$ cat config.mk
export PLATFORM = sky130hd
export DESIGN_NAME = clk_gate_ctrl
export DESIGN_NICKNAME = d
export VERILOG_FILES = /design/src/rtl/sys_clk_pkg.sv /design/src/rtl/clk_gate_cell.sv /design/src/rtl/clk_gate_ctrl.sv
export SDC_FILE = /design/constraint.sdc
export NUM_CORES = 1
export LEC_CHECK = 0
export ABC_AREA = 1
export CORE_UTILIZATION = 55
export DETAILED_ROUTE_END_ITERATION = 10
export PLACE_DENSITY = 0.78
export SYNTH_ARGS = -nofsm -noshare
export SYNTH_HDL_FRONTEND = slang
export SYNTH_SLANG_ARGS = --single-unit
$ cat constraint.sdc
create_clock -name CLK -period 1.6 [get_ports CLK]
set_clock_uncertainty 0.2 [all_clocks]
set_input_delay 0.24 -clock CLK [delete_from_list [all_inputs] [get_ports CLK]]
set_output_delay 0.24 -clock CLK [all_outputs]
set_load 0.05 [all_outputs]
$ cat src/rtl/sys_clk_pkg.sv
// Shared constants for the clock-gating controller: legacy state encodings,
// default timing parameters and the counter-width helper.
package sys_clk_pkg;

  localparam logic [1:0] ST_OFF   = 2'b00;
  localparam logic [1:0] ST_WAKE  = 2'b01;
  localparam logic [1:0] ST_ON    = 2'b11;
  localparam logic [1:0] ST_DRAIN = 2'b10;

  localparam int unsigned DEF_NUM_CH      = 4;
  localparam int unsigned DEF_WAKE_CYCLES = 2;
  localparam int unsigned DEF_IDLE_CYCLES = 8;

  // Width of a down-counter that must hold max(wake, idle).
  function automatic int unsigned cnt_width(input int unsigned wake_c,
                                            input int unsigned idle_c);
    int unsigned m;
    m = (wake_c > idle_c) ? wake_c : idle_c;
    return (m < 1) ? 1 : $clog2(m + 1);
  endfunction

endpackage

$ cat src/rtl/clk_gate_cell.sv
// Glitch-free clock gate: enable latched while the clock is low, then ANDed
// with the clock. Swapped for the library ICG at synthesis.
module clk_gate_cell (
  input  logic clk_i,
  input  logic en_i,
  input  logic test_en_i,
  output logic gclk_o
);

  logic en_lat_q;

  // Transparent only in the low phase, so the gate can change only while clk_i is low.
  always_latch begin
    if (!clk_i) begin
      en_lat_q <= en_i | test_en_i;
    end
  end

  assign gclk_o = en_lat_q & clk_i;

endmodule

$ cat src/rtl/clk_gate_ctrl.sv
// Multi-channel clock-gating controller: per-channel request/ack FSM with
// wake-up delay and idle hysteresis, each driving one glitch-free gate cell.
module clk_gate_ctrl
  import sys_clk_pkg::*;
#(
  parameter int unsigned NUM_CH      = DEF_NUM_CH,
  parameter int unsigned WAKE_CYCLES = DEF_WAKE_CYCLES,
  parameter int unsigned IDLE_CYCLES = DEF_IDLE_CYCLES
) (
  input  logic              CLK,
  input  logic              RST,
  input  logic              TEST_EN,
  input  logic [NUM_CH-1:0] CH_REQ,
  output logic [NUM_CH-1:0] CH_ACK,
  output logic [NUM_CH-1:0] CH_ACTIVE,
  output logic              ALL_IDLE,
  output logic [NUM_CH-1:0] GATED_CLK
);

  localparam int unsigned      CNT_W     = cnt_width(WAKE_CYCLES, IDLE_CYCLES);
  localparam logic [CNT_W-1:0] WAKE_LOAD = CNT_W'(WAKE_CYCLES - 1);
  localparam logic [CNT_W-1:0] IDLE_LOAD = CNT_W'(IDLE_CYCLES - 1);
  localparam logic [CNT_W-1:0] CNT_ONE   = CNT_W'(1);

  logic [NUM_CH-1:0] off_d;
  logic              all_idle_q;

  for (genvar g = 0; g < NUM_CH; g++) begin : g_ch
    logic [1:0]       state_q, state_d;
    logic [CNT_W-1:0] cnt_q, cnt_d;
    logic             ack_q, act_q;

    always_comb begin
      state_d = state_q;
      cnt_d   = cnt_q;
      case (state_q)
        ST_OFF: begin
          if (CH_REQ[g]) begin
            state_d = ST_WAKE;
            cnt_d   = WAKE_LOAD;
          end
        end
        ST_WAKE: begin
          if (!CH_REQ[g]) begin
            state_d = ST_DRAIN;
            cnt_d   = IDLE_LOAD;
          end else if (cnt_q == '0) begin
            state_d = ST_ON;
          end else begin
            cnt_d = cnt_q - CNT_ONE;
          end
        end
        ST_ON: begin
          if (!CH_REQ[g]) begin
            state_d = ST_DRAIN;
            cnt_d   = IDLE_LOAD;
          end
        end
        ST_DRAIN: begin
          // Clock is still running here, so a new request skips the wake delay.
          if (CH_REQ[g]) begin
            state_d = ST_ON;
          end else if (cnt_q == '0) begin
            state_d = ST_OFF;
          end else begin
            cnt_d = cnt_q - CNT_ONE;
          end
        end
        default: begin
          state_d = ST_OFF;
          cnt_d   = '0;
        end
      endcase
    end

    always_ff @(posedge CLK) begin
      if (RST) begin
        state_q <= ST_OFF;
        cnt_q   <= '0;
        ack_q   <= 1'b0;
        act_q   <= 1'b0;
      end else begin
        state_q <= state_d;
        cnt_q   <= cnt_d;
        ack_q   <= (state_d == ST_ON);
        act_q   <= (state_d != ST_OFF);
      end
    end

    assign off_d[g]     = (state_d == ST_OFF);
    assign CH_ACK[g]    = ack_q;
    assign CH_ACTIVE[g] = act_q;

    clk_gate_cell u_cell (
      .clk_i     (CLK),
      .en_i      (act_q),
      .test_en_i (TEST_EN),
      .gclk_o    (GATED_CLK[g])
    );
  end

  always_ff @(posedge CLK) begin
    if (RST) begin
      all_idle_q <= 1'b1;
    end else begin
      all_idle_q <= &off_d;
    end
  end

  assign ALL_IDLE = all_idle_q;

endmodule
==> flow_metrics.tcl, run 1 <==
set metrics [dict create \
    synth_area_leader_cell "dfxtp_1" \
    path_cells "nand2_1, inv_2, buf_8" \
    core_area_um2 3130 \
    routed_wl_um 3690 \
    worstReg2RegStart "g_ch[1].act_q" \
    ff2ff_setup_slack_ns 0 \
    drcViolationCount 0 \
    finalMaxSlewViolations 0 \
    fin_nets 313 \
    synth-edff-count 0 \
    drive_gt1_share_pct 20.5 \
    grt_start_max_net_pins 18 \
    reg2reg_to "g_ch[1].u_cell.en_lat_q" \
    p_per_area_nw_per_um2 1310 \
    grt_pass1_wl_um 5950 \
    dp_slack_ns -0.893 \
    cp.required_ns 1.16 \
    violations "setup timing" \
    place_hpwl_um 2590 \
    startpoint "g_ch[1].u_cell.en_lat_q" \
    die_w_um 60.3 \
    ir_drop_uv 858 \
    die-area_um2 3630 \
    ys_warn_count 0 \
    gr-usage-all-layers_pct 23.0 \
    initialDrtViolationCount 58 \
    crit_type "latch2out" \
    dr.pass1.iters 4 \
    synth_nets 285 \
    slew_headroom_pct 83.7 \
    design_area_um2 2350 \
    place_area_um2 2210 \
    netlist_top_cells_area "dfxtp_1, nand2_1, inv_1" \
    cts_tree "done" \
    setup_violations 8 \
    fillers 240 \
    final_hold_viol_count 0 \
    antenna_found_initial 0 \
    start_util_pct 59.7 \
    synth.avg_cell_area_um2 6.81 \
    via_per_inst 4.82 \
    ys.flop_type "dfxtp_1" \
    max_stage_delay_ns 0.42 \
    cp_slowest_cell "dlxtn_1" \
    path_buf_inv 2 \
    ios 20 \
    portBuffers 19 \
    syn_area_um2 1870 \
    async_reset_ff_share_pct 0 \
    row_count 20 \
    ys_seq_elements 37 \
    num_vias 1671 \
    max_cap_violations 0 \
    p_leak_nw 1.15 \
    grt_pass1_vias 1513 \
    yosysTopAreaCellShare_pct 35.4 \
    drt-wirelength-per-cell_um 10.6 \
    start_kind "latch" \
    synthCells 274 \
    hold_buffers 0 \
    overflow 0 \
    end_kind "output port" \
    cts.clk_slew.worst_paths_ns 0.11 \
    hold_path.class "reg2reg" \
    finalCoreUtilization_pct 75.3 \
    cp_max_fo 1 \
    antenna_left 0 \
    crit_path_end "GATED_CLK[1]" \
    worst_pin_slew_ns 0.244 \
    place_congestion 0.784 \
    crit_family "latches" \
    setup_slack_ns -0.766 \
    die_h_um 60.3 \
    whs_ns 0.271 \
    reg2reg_depth 1 \
    status "complete, but fails checks" \
    areaGrowthSynthToFinish_pct 26.1 \
    synth.distinct_cells 24 \
    rsz0062_at_grt "yes" \
    cp.arrival_ns 1.93 \
    setup_tns_ns -3.01 \
    diodes 0 \
    path_depth 3 \
    clkLatencyLatePin_ns 0.45 \
]
layer usage:
metal / vias to the layer above / track usage [%] / part of all wire [%]
li1: 901 / - / -
met4: 0 / 18.3 / 2.4
met2: 27 / 34.9 / 47
met3: 11 / 7.58 / 3.9
met1: 732 / 26.1 / 47
met5: - / 0 / 0
through the flow:
step / power (mW) / instances
2_1_floorplan: 2.00 / 274
3_3_place_gp: 2.14 / 335
3_5_place_dp: 2.16 / 335
4_1_cts: 3.08 / 347
5_1_grt: 3.27 / 347
6_report: 3.09 / 347
repair_timing:
item / CTS / global route
endpoints found under the setup margin: 8 / 22
pin swaps: 0 / 1
gates resized for setup: 28 / 10
endpoints found under the hold margin: 0 / 0
setup buffers: 0 / 0
cells in the mapped netlist, types with 3 or more instances:
| cell | instances |
|---|---|
| o21ai_1 | 3 |
| or2_2 | 6 |
| nand2_1 | 60 |
| dfxtp_1 | 33 |
| ha_1 | 4 |
| dlxtn_1 | 4 |
| a21oi_1 | 15 |
| buf_4 | 12 |
| o21ai_2 | 3 |
| nand2_2 | 3 |
| nor2_1 | 27 |
| o211ai_1 | 4 |
| nand3_1 | 23 |
| inv_1 | 43 |
| o21ai_0 | 18 |
| xor2_1 | 4 |
| nor2_2 | 3 |
layout by cell type (no fill, tap or decap):
master / count
clkbuf_1: 1
nor2_1: 27
ha_1: 1
a21oi_1: 15
buf_6: 3
nand3_1: 23
buf_4: 12
nor2_4: 1
o21ai_1: 5
bufinv_16: 1
a21boi_0: 1
nand2_2: 5
inv_2: 3
a31oi_1: 1
nor2_2: 3
clkbuf_8: 1
inv_1: 42
clkbuf_4: 9
ha_2: 2
xor2_1: 4
or2_2: 6
buf_12: 10
o21ai_0: 16
dfxtp_1: 33
ha_4: 1
nand2_1: 58
o211ai_1: 4
clkdlybuf4s50_1: 6
buf_8: 1
nand3_2: 1
o21ai_2: 3
dlxtn_1: 4
registers in the layout, summed over array words and instances (netlist names):
signal,cells
g_ch.cnt_q,16
g_ch.state_q,8
g_ch.ack_q,4
g_ch.act_q,4
g_ch.u_cell.en_lat_q,4
ALL_IDLE,1
worst min path at each step:
stage / from / to / slack (ns) / depth (start not counted)
floorplan: CH_REQ[0] / g_ch[0].state_q[0] / 0.18 / 2
global placement: g_ch[1].cnt_q[2] / g_ch[1].cnt_q[2] / 0.25 / 2
detailed placement: g_ch[1].cnt_q[2] / g_ch[1].cnt_q[2] / 0.26 / 2
CTS: CH_REQ[3] / g_ch[3].state_q[0] / 0.25 / 3
global route: g_ch[1].cnt_q[2] / g_ch[1].cnt_q[2] / 0.31 / 2
finish: g_ch[1].cnt_q[2] / g_ch[1].cnt_q[2] / 0.27 / 2
cell families (layout without fill, tap and decap cells):
family / count (synthesis) / after routing / synth area share [%]
AND/OR/NAND/NOR: 124 / 124 / 28.8
buffers and inverters: 60 / 89 / 14.6
AO/OA/AOI/OAI: 45 / 45 / 13.4
flip-flops: 33 / 33 / 35.4
adder cells (fa/ha/maj): 4 / 4 / 2.68
XOR/XNOR: 4 / 4 / 1.88
latches: 4 / 4 / 3.22
area by class of cell:
cell class	instances	area (um2)	share of cell area [%]
multi-input combinational	177	896	38.0
clock inverter	5	45.0	1.91
clock buffer	15	134	5.69
timing repair buffer	28	350	14.9
sequential	37	721	30.6
inverter	41	154	6.54
tap	44	55.1	2.34
report_power, final:
part	switching (mW)	total (mW)	internal, mW
combinational	0.378	0.670	0.291
clock	0.723	1.39	0.669
sequential	0.0623	1.03	0.970
Note: power is estimated with default switching activity, not from simulation.
==> inputs of run 2 (changes only) <==
- SLEW_MARGIN: unset -> 20
==> results of run 2 <==
Same layout as run 1: the final DEF is identical, and so are final timing and power.
